`config.mk`:
```
export PLATFORM = sky130hd
export DESIGN_NAME = hazard_ctrl
export DESIGN_NICKNAME = d
export VERILOG_FILES = /design/src/rtl/hazard_ctrl.sv
export SDC_FILE = /design/constraint.sdc
export NUM_CORES = 1
export LEC_CHECK = 0
export CAP_MARGIN = 20
export CORE_ASPECT_RATIO = 1.1
export CORE_MARGIN = 2
export CORE_UTILIZATION = 45
export DETAILED_ROUTE_END_ITERATION = 7
export HOLD_SLACK_MARGIN = 0.02
export PLACE_DENSITY = 0.75
export SETUP_SLACK_MARGIN = 0.4
export SLEW_MARGIN = 20
export SYNTH_ARGS = -nofsm -noshare
export SYNTH_HDL_FRONTEND = slang
export SYNTH_SLANG_ARGS = --single-unit
```
`constraint.sdc`:
```
create_clock -name i_clk -period 3.1 [get_ports i_clk]
set_clock_uncertainty 0.05 [all_clocks]
set_input_delay 0.62 -clock i_clk [delete_from_list [all_inputs] [get_ports i_clk]]
set_output_delay 0.62 -clock i_clk [all_outputs]
set_load 0.1 [all_outputs]
```
`src/rtl/hazard_ctrl.sv`:
```
// Pipeline sequencing controller: branch redirect, load-use stall insertion and
// saturating performance counters for the five-stage RISC-V core.
module hazard_ctrl #(
    parameter int LOAD_LAT = 1,
    parameter int CNT_W    = 32
) (
    input  logic             i_clk,
    input  logic             i_rst,
    input  logic             i_PCSrc,
    input  logic             i_idex_MemRead,
    input  logic [4:0]       i_idex_rd,
    input  logic [4:0]       i_ifid_rs1,
    input  logic [4:0]       i_ifid_rs2,
    input  logic             i_ifid_use_rs1,
    input  logic             i_ifid_use_rs2,
    output logic             o_pc_write,
    output logic             o_pc_sel,
    output logic             o_ifid_write,
    output logic             o_ifid_flush,
    output logic             o_idex_flush,
    output logic             o_exmem_flush,
    output logic             o_stalling,
    output logic [CNT_W-1:0] o_taken_cnt,
    output logic [CNT_W-1:0] o_stall_cnt
);

    typedef enum logic {
        RUN   = 1'b0,
        STALL = 1'b1
    } state_t;

    // The hazard cycle itself is the first stall cycle, so the counter is
    // loaded with the number of extra cycles minus one.
    localparam logic [2:0]       STALL_INIT = (LOAD_LAT > 1) ? 3'(LOAD_LAT - 2) : 3'd0;
    localparam logic [CNT_W-1:0] CNT_MAX    = '1;

    state_t           state;
    logic [2:0]       scnt;
    logic [CNT_W-1:0] taken_cnt;
    logic [CNT_W-1:0] stall_cnt;

    logic haz;
    logic redirect;
    logic stall_mode;

    assign haz = i_idex_MemRead && (i_idex_rd != 5'd0) &&
                 ((i_ifid_use_rs1 && (i_idex_rd == i_ifid_rs1)) ||
                  (i_ifid_use_rs2 && (i_idex_rd == i_ifid_rs2)));

    assign redirect   = i_PCSrc;
    assign stall_mode = !i_PCSrc && ((state == STALL) || haz);

    always_comb begin
        // NOTE: every output gets a default first so no path through the
        // if/else chain can leave one unassigned and infer a latch.
        o_pc_write    = 1'b1;
        o_pc_sel      = 1'b0;
        o_ifid_write  = 1'b1;
        o_ifid_flush  = 1'b0;
        o_idex_flush  = 1'b0;
        o_exmem_flush = 1'b0;
        o_stalling    = 1'b0;
        if (i_rst) begin
            o_pc_write    = 1'b0;
            o_ifid_write  = 1'b0;
            o_ifid_flush  = 1'b1;
            o_idex_flush  = 1'b1;
            o_exmem_flush = 1'b1;
        end else if (redirect) begin
            o_pc_sel      = 1'b1;
            o_ifid_write  = 1'b0;
            o_ifid_flush  = 1'b1;
            o_idex_flush  = 1'b1;
            o_exmem_flush = 1'b1;
        end else if (stall_mode) begin
            o_pc_write    = 1'b0;
            o_ifid_write  = 1'b0;
            o_idex_flush  = 1'b1;
            o_stalling    = 1'b1;
        end
    end

    // NOTE: all state here uses non-blocking assignments so every register
    // samples pre-edge values, independent of statement order.
    always_ff @(posedge i_clk) begin
        if (i_rst) begin
            state     <= RUN;
            scnt      <= 3'd0;
            taken_cnt <= '0;
            stall_cnt <= '0;
        end else begin
            case (state)
                RUN: begin
                    // With LOAD_LAT==1 the hazard drops by itself once the load leaves EX.
                    if (!redirect && haz && (LOAD_LAT > 1)) begin
                        state <= STALL;
                        scnt  <= STALL_INIT;
                    end
                end
                STALL: begin
                    if (redirect) begin
                        state <= RUN;
                        scnt  <= 3'd0;
                    end else if (scnt == 3'd0) begin
                        state <= RUN;
                    end else begin
                        scnt <= scnt - 3'd1;
                    end
                end
                default: begin
                    state <= RUN;
                    scnt  <= 3'd0;
                end
            endcase

            if (redirect && (taken_cnt != CNT_MAX))
                taken_cnt <= taken_cnt + CNT_W'(1);
            if (stall_mode && (stall_cnt != CNT_MAX))
                stall_cnt <= stall_cnt + CNT_W'(1);
        end
    end

    assign o_taken_cnt = taken_cnt;
    assign o_stall_cnt = stall_cnt;

endmodule

```
==> results of run 1 <==
## power by group through the flow
stage,Combinational (W),Clock (W),Sequential [W]
3_3_place_gp,0.000165,0,0.000900
3_5_place_dp,0.000167,0,0.000900
5_1_grt,0.000176,0.000712,0.000880
2_1_floorplan,0.0000806,0,0.000921
6_report,0.000167,0.000650,0.000880
4_1_cts,0.000165,0.000672,0.000880
## sequential cells by signal, summed over array words and instances (netlist names)
name	cells
o_taken_cnt	32
o_stall_cnt	32
scnt	3
state	1
## through the flow
step	worst slack [ns]	cell area [um^2]	TNS, ns
floorplan	0.0528	3590	0
global placement	0.0104	4540	0
detailed placement	-0.0108	4540	-0.0108
CTS	0.364	4720	0
global route	0.315	4760	0
finish	0.364	4760	0
## area by class of cell
class / count / area share [%]
Clock inverter: 2 / 0.210
Tap cell: 105 / 2.76
Sequential cell: 68 / 29.5
Multi-Input combinational cell: 319 / 43.0
Timing Repair Buffer: 111 / 20.0
Inverter: 14 / 1.18
Clock buffer: 13 / 3.34
## cell families after synthesis
kind of cell,Yosys count,share of synthesized area (%)
mux,4,1.21
buf+inv,33,4.62
fa+ha+maj,4,1.42
xor+xnor,41,10.2
simple gates,192,30.1
flops,68,38.7
compound gates,78,13.7
## repair_timing
action / CTS / global route
cloned: 0 / 0
endpoints found under the setup margin: 4 / 21
resized for setup: 29 / 4
buffers inserted: 1 / 3
pin swaps: 12 / 7
## cell usage after synthesis, drive strengths merged (4+ instances only)
library cell  count  area (um^2)
o21ai            20          100
or4              15          116
dfxtp            68         1360
nor2b             4         25.0
nand2            22         90.1
xnor2            17          149
xor2             24          210
inv              14         52.6
nor3             14         75.1
ha                4         50.1
o31ai            13         97.6
buf               8         62.6
and2              5         31.3
nand4            20          140
or3              16          103
and4              9         86.3
and3              4         25.0
clkbuf           10         37.5
a21oi            32          160
nor2             48          180
nand3            29          145
## per-layer routing
layer  GRT usage, %  routed length (um)
met5              0                   0
met4           7.11                 112
met3           4.69                 455
met2           33.4                4270
met1           26.9                3960
## how the worst min path moves through the flow
stage / slack, ns / start / cells after the start / endpoint
CTS: 0.44 / o_stall_cnt[12]$_SDFFE_PP0P_ / 2 / o_stall_cnt[12]$_SDFFE_PP0P_
floorplan: 0.40 / scnt[1]$_SDFFE_PP0P_ / 2 / scnt[1]$_SDFFE_PP0P_
detailed placement: 0.43 / scnt[2]$_SDFFE_PP0P_ / 2 / scnt[2]$_SDFFE_PP0P_
global placement: 0.42 / scnt[2]$_SDFFE_PP0P_ / 2 / scnt[2]$_SDFFE_PP0P_
finish: 0.44 / o_stall_cnt[12]$_SDFFE_PP0P_ / 2 / o_stall_cnt[12]$_SDFFE_PP0P_
global route: 0.45 / o_stall_cnt[12]$_SDFFE_PP0P_ / 2 / o_stall_cnt[12]$_SDFFE_PP0P_
## tightest hold or removal path: cells and delay by family (launching register included)
kind,cells,cell delay [ns]
AOI/OAI and AO/OA,2,0.11
DFF,1,0.34
==> metrics.md, run 1 <==
| Metric | Value |
|---|---|
| R2R Path Start | `o_stall_cnt[13]$_SDFFE_PP0P_` |
| Critical path class | `input port to primary output` |
| # IOs | `between 90 and 100` |
| Commonest non-fill, non-tap cell in the layout | `buf_4` |
| Core area | `around 0.0075 mm^2` |
| Worst Tran Pin Value | `between 0.5 and 0.6 ns` |
| Synth Cell Area | `0.00352 mm^2` |
| Synth-to-layout area growth | `35.2%` |
| Async set-reset flop share out of synthesis | `0%` |
| Final Hold Vio Count | `0` |
| Antenna-violating nets left | `0` |
| Achievable frequency | `366 MHz` |
| PwrDens | `between 300 and 400 mW/mm^2` |
| Yosys Warn Count | `0` |
| Worst path depth | `8` |
| Vias in the first global route | `3125` |
| CP max-delay cell | `or4_4` |
| Seq pwr share | `between 50 and 60%` |
| Antenna violations before repair | `0` |
| Crit path launch | `i_idex_rd[2]` |
| Die area | `0.00854 mm^2` |
| Register Area | `0.00140 mm^2` |
| R2R cell count | `6` |
| Via density | `about 5.5` |
| CTS root buffer | `clkbuf_8` |
| Via count | `between 3000 and 4000` |
| Crit path capture type | `primary output` |
| Most frequent cells in the layout | `buf_4 (84), nor2_1 (47), dfxtp_1 (36), dfxtp_2 (32), a21oi_1 (31)` |
| Maximum fanout along the worst path | `3` |
| Max Slew Vio Count | `0` |
| Unique masters post-synth | `49` |
| Worst-Skew Late Latency | `around 0.34 ns` |
| Internal power contribution | `between 0.001 and 0.0015 W` |
| Drc violations | `0` |
| Initial core utilization | `46.8%` |
| GRT overflow | `0` |
| Fin nets | `548` |
| Placer Congestion | `roughly 0.83` |
| Number of placement rows | `33` |
| Final total power | `roughly 0.0017 W` |
| Clk slew on worst S/H paths | `~0.070 ns` |
| Num CTS Buffers | `9` |
| Syn Inst Count | `420` |
| Primary FF master, synth | `dfxtp_1` |
| Total track usage | `between 20% and 30%` |
| Worst R2R End | `o_stall_cnt[28]$_SDFFE_PP0P_` |
| Max-cap viol count | `0` |
| Area occupied by multi-input gates | `approximately 0.002 mm^2` |
| Fillcell total | `654` |
| WL/cell | `between 10 and 15 um` |
| Largest net degree at the start of global routing | `49` |
| Peak VDD IR | `~0.25 mV` |
| Worst path required time | `approximately 2.4 ns` |
| Leakage Power | `1.81 nW` |
| WP data arrival | `about 2.1 ns` |
| CP cell instances | `buf_6 > or4_4 > o21ai_4 > inv_2 > a21oi_2 > and2_4 > clkinvlp_4 > buf_12` |
| Max clock buf depth | `2` |
| Syn nets | `~450` |
| Fin cells | `between 600 and 700` |
| Max incr delay on CP | `about 0.53 ns` |
| Crit path capture | `o_idex_flush` |
| Final worst path period need | `2.74 ns` |
| WL final | `8800 um` |
| Sw Ratio | `between 20% and 30%` |
| Global-route wire length before repair | `about 14000 um` |
| Top delay family on crit path | `simple AND/OR/NAND/NOR gates` |
| Slew HR | `between 60% and 70%` |
| NetSw | `~0.00043 W` |
| Comb pwr share | `9.8%` |
| CP startpoint kind | `input port` |
| Util after Layout | `a little over three fifths` |
| Clock sink total | `between 60 and 70` |
| Die X | `roughly 88 um` |
| Sequential share of the synthesized area | `about two fifths` |
| H-Tree Depth | `3` |
| Worst hold margin | `about 0.44 ns` |
| RSZ-0062 raised after global routing | `yes` |
| Crit share post-route | `approximately 88%` |
| Die H | `slightly below 100 um` |
| Router iterations before antenna repair | `4` |
| Syn Area/Cell | `between 8 and 9 um^2` |
| CTS tree | `done` |
| Violation count after the first detailed-routing iteration | `~180` |
| Post-synth EDFFs | `0` |
| ANT cells | `0` |
| Final Setup Violations | `0` |
| Placed cells | `approximately 610` |
| Reg2Reg Setup Slack | `between 0.8 and 0.9 ns` |
| Status | `finished, final reports clean` |
| DPL Wire Length | `roughly 6400 um` |
| PortBufs | `91` |
| Clock power share | `38.3%` |
| #FFs+latches synth | `68` |
| CP bufs+invs | `4` |
| Hold WC Path Type | `register to register` |
| Hold_buf cts | `0` |
| Layout cells sized above 1 | `32.1%` |
No activity file was read; power rests on OpenSTA's default activity.
==> inputs of run 2 (changes only) <==
--- a/config.mk
+++ b/config.mk
@@ -13,7 +13,6 @@
 export HOLD_SLACK_MARGIN = 0.02
 export PLACE_DENSITY = 0.75
 export SETUP_SLACK_MARGIN = 0.4
-export SLEW_MARGIN = 20
 export SYNTH_ARGS = -nofsm -noshare
 export SYNTH_HDL_FRONTEND = slang
 export SYNTH_SLANG_ARGS = --single-unit
==> constraint.sdc (replaced) <==
create_clock -name i_clk -period 2.8 [get_ports i_clk]
set_clock_uncertainty 0.05 [all_clocks]
set_input_delay 0.56 -clock i_clk [delete_from_list [all_inputs] [get_ports i_clk]]
set_output_delay 0.56 -clock i_clk [all_outputs]
set_load 0.1 [all_outputs]
==> run 2 against run 1 <==
Die area stayed put. Sequential share of layout area is 1.1 points lower. Critical path depth stayed put. Clock power is 65% higher. Total power is 31% higher. Cell count is 2.8% higher. Sequential power is 8.3% higher. Core utilization is 7.0 points higher. Wire length is 9.6% higher. Register-to-register slack worse by 0.32 ns. Sequential cell count stayed put. Critical path type unchanged.
==> metrics.md, run 2 (synthesis gave the netlist of run 1 again) <==
| Metric | Value |
|---|---|
| Die area | `0.00854 mm^2 (unchanged)` |
| Antenna-violating nets left | `0 (unchanged)` |
| Largest net degree at the start of global routing | `48 (-2.0%)` |
| WL/cell | `14.8 um (+6.6%)` |
| # IOs | `92 (unchanged)` |
| Status | `finished, final reports clean` |
| Max clock buf depth | `2 (unchanged)` |
| Global-route wire length before repair | `15600 um (+8.5%)` |
| Max-cap viol count | `0 (unchanged)` |
| R2R Path Start | `o_stall_cnt[13]$_SDFFE_PP0P_` |
| Fin cells | `650 (+2.8%)` |
| Fillcell total | `607 (-7.2%)` |
| H-Tree Depth | `3 (unchanged)` |
| Worst R2R End | `o_stall_cnt[28]$_SDFFE_PP0P_` |
| Hold_buf cts | `0 (unchanged)` |
| PwrDens | `422 mW/mm^2 (+18%)` |
| Crit share post-route | `roughly 95%` |
| Die X | `88.3 um (unchanged)` |
| ANT cells | `0 (unchanged)` |
| Via density | `5.54 (+1.2%)` |
| Antenna violations before repair | `0 (unchanged)` |
| Clock power share | `48.1% (+9.8 points)` |
| Maximum fanout along the worst path | `3 (unchanged)` |
| Slew HR | `62.2% (-1.2 points)` |
| Number of placement rows | `33 (unchanged)` |
| Fin nets | `565 (+3.1%)` |
| R2R cell count | `6 (unchanged)` |
| Comb pwr share | `9.1% (-0.7 points)` |
| PortBufs | `91 (unchanged)` |
| Hold path startpoint | `o_stall_cnt[28]$_SDFFE_PP0P_` |
| Clock sink total | `68 (unchanged)` |
| Crit path launch | `i_idex_rd[3]` |
| Worst path depth | `8 (unchanged)` |
| Num CTS Buffers | `9 (unchanged)` |
| WL final | `9650 um (+9.6%)` |
| Achievable frequency | `~380 MHz` |
| Layout cells sized above 1 | `46.4% (+14 points)` |
| Sw Ratio | `23.3% (-2.0 points)` |
| CTS tree | `done` |
| Crit path capture type | `primary output` |
| GRT overflow | `0 (unchanged)` |
| Critical path class | `input port to primary output` |
| DPL Wire Length | `6620 um (+3.7%)` |
| Internal power contribution | `0.00171 W (+35%)` |
| Clk slew on worst S/H paths | `0.08 ns (about the same)` |
| Crit path capture | `o_idex_flush` |
| Die H | `96.7 um (unchanged)` |
| CTS root buffer | `clkbuf_8` |
| RSZ-0062 raised after global routing | `yes` |
| Max Slew Vio Count | `0 (unchanged)` |
| Placed cells | `621 (+1.3%)` |
| CP cell instances | `buf_6 > or4_4 > o21ai_4 > inv_2 > a21oi_2 > and2_4 > clkinvlp_4 > buf_12` |
| Peak VDD IR | `0.400 mV (+60%)` |
| Leakage Power | `2.02 nW (+12%)` |
| NetSw | `0.000519 W (+21%)` |
| Drc violations | `0 (unchanged)` |
| Reg2Reg Setup Slack | `0.50 ns (-0.32 ns)` |
| CP startpoint kind | `input port` |
| Violation count after the first detailed-routing iteration | `140 (-20%)` |
| Final Setup Violations | `0 (unchanged)` |
| Top delay family on crit path | `simple AND/OR/NAND/NOR gates` |
| Max incr delay on CP | `0.54 ns (about the same)` |
| Worst-Skew Late Latency | `0.34 ns (about the same)` |
| WP data arrival | `2.05 ns (-0.02 ns)` |
| Router iterations before antenna repair | `4 (unchanged)` |
| Placer Congestion | `0.812 (-1.6%)` |
| Util after Layout | `70.3% (+7.0 points)` |
| Synth-to-layout area growth | `50.1%` |
| Hold WC Path Type | `register to register` |
| Core area | `0.00751 mm^2 (unchanged)` |
| Final worst path period need | `approximately 2.7 ns` |
| CP max-delay cell | `or4_4` |
| Final Hold Vio Count | `0 (unchanged)` |
| Commonest non-fill, non-tap cell in the layout | `buf_4` |
| Initial core utilization | `46.8% (unchanged)` |
| Most frequent cells in the layout | `buf_4 (93), nor2_1 (47), dfxtp_2 (42), nand3_1 (28), xor2_1 (24)` |
| Seq pwr share | `42.8% (-9.0 points)` |
| Total track usage | `22.2% (+1.5 points)` |
| Worst Tran Pin Value | `0.567 ns (+0.0230 ns)` |
| Worst path required time | `2.19 ns (-0.24 ns)` |
| Via count | `3599 (+4.1%)` |
| CP bufs+invs | `4 (unchanged)` |
| Vias in the first global route | `3335 (+6.7%)` |
==> run 2: cell types whose count changed in the layout (fill, tap and decap cells not counted), moves of 4 or more <==
cell       previous run  this run
a21oi_1              31        18
a21oi_2               1        14
buf_4                84        93
buf_6                 2         9
bufinv_16             0         4
dfxtp_1              36         4
dfxtp_2              32        42
dfxtp_4               0        22
or3_4                 0         5
or4_1                13         5
or4_4                 2        10
==> run 2: worst register-to-register path, delay by kind of cell (launching register included) <==
family,cells,cell delay [ns]
AND/OR/NAND/NOR,5,1.65
flip-flops,1,0.39
AO/OA/AOI/OAI,1,0.13
==> run 2: worst min path at each step <==
stage                                        end  slack, ns  depth (start not counted)
floorplan                   scnt[1]$_SDFFE_PP0P_       0.40                          2
global placement            scnt[2]$_SDFFE_PP0P_       0.41                          2
detailed placement          scnt[2]$_SDFFE_PP0P_       0.43                          2
CTS                 o_stall_cnt[28]$_SDFFE_PP0P_       0.45                          2
global route        o_stall_cnt[23]$_SDFFE_PP0P_       0.47                          2
finish              o_stall_cnt[28]$_SDFFE_PP0P_       0.44                          2
==> run 2: per-layer routing <==
metal | share of wire (%) | track usage [%] | vias to the layer above
li1 | - | - | 1774
met1 | 43 | 29.4 | 1723
met2 | 51 | 36.3 | 92
met3 | 4.9 | 4.44 | 10
met4 | 1.0 | 6.41 | 0
met5 | 0 | 0 | -
==> run 2: per-stage QoR <==
step / worst slack (ns) / cell area, um^2 / TNS, ns / hold slack, ns / total power (W)
CTS: 0.149 / 5080 / 0 / 0.446 / 0.00224
floorplan: -0.127 / 3700 / -0.170 / 0.404 / 0.00109
global route: 0.0610 / 5280 / 0 / 0.469 / 0.00229
finish: 0.139 / 5280 / 0 / 0.440 / 0.00223
detailed placement: -0.236 / 4720 / -1.74 / 0.431 / 0.00116
global placement: -0.184 / 4720 / -0.552 / 0.414 / 0.00116
==> run 2: final cells by class <==
class                   instances  area (um^2)  share of cell area [%]
well taps                     105          131                    2.49
inverters                      14         56.3                    1.07
clock inverters                 7          139                    2.63
repair buffers                128         1100                    20.8
multi-input cells             319         2240                    42.3
clock buffers                   9          124                    2.35
flip-flops and latches         68         1500                    28.3
==> run 2: what timing repair did <==
| action | in CTS | in global routing |
|---|---|---|
| pin swaps | 18 | 26 |
| endpoints found under the setup margin | 27 | 30 |
| buffers inserted | 8 | 2 |
| gates cloned | 2 | 1 |
| resized for setup | 39 | 43 |
==> run 2: power groups by stage <==
stage                     combinational [W]  clock (W)  sequential, W
after detailed placement           0.000188          0       0.000976
after CTS                          0.000194    0.00109       0.000953
after global routing               0.000212    0.00112       0.000953
final                              0.000202    0.00107       0.000953
after global placement             0.000185          0       0.000976
after floorplan                   0.0000892          0       0.000998
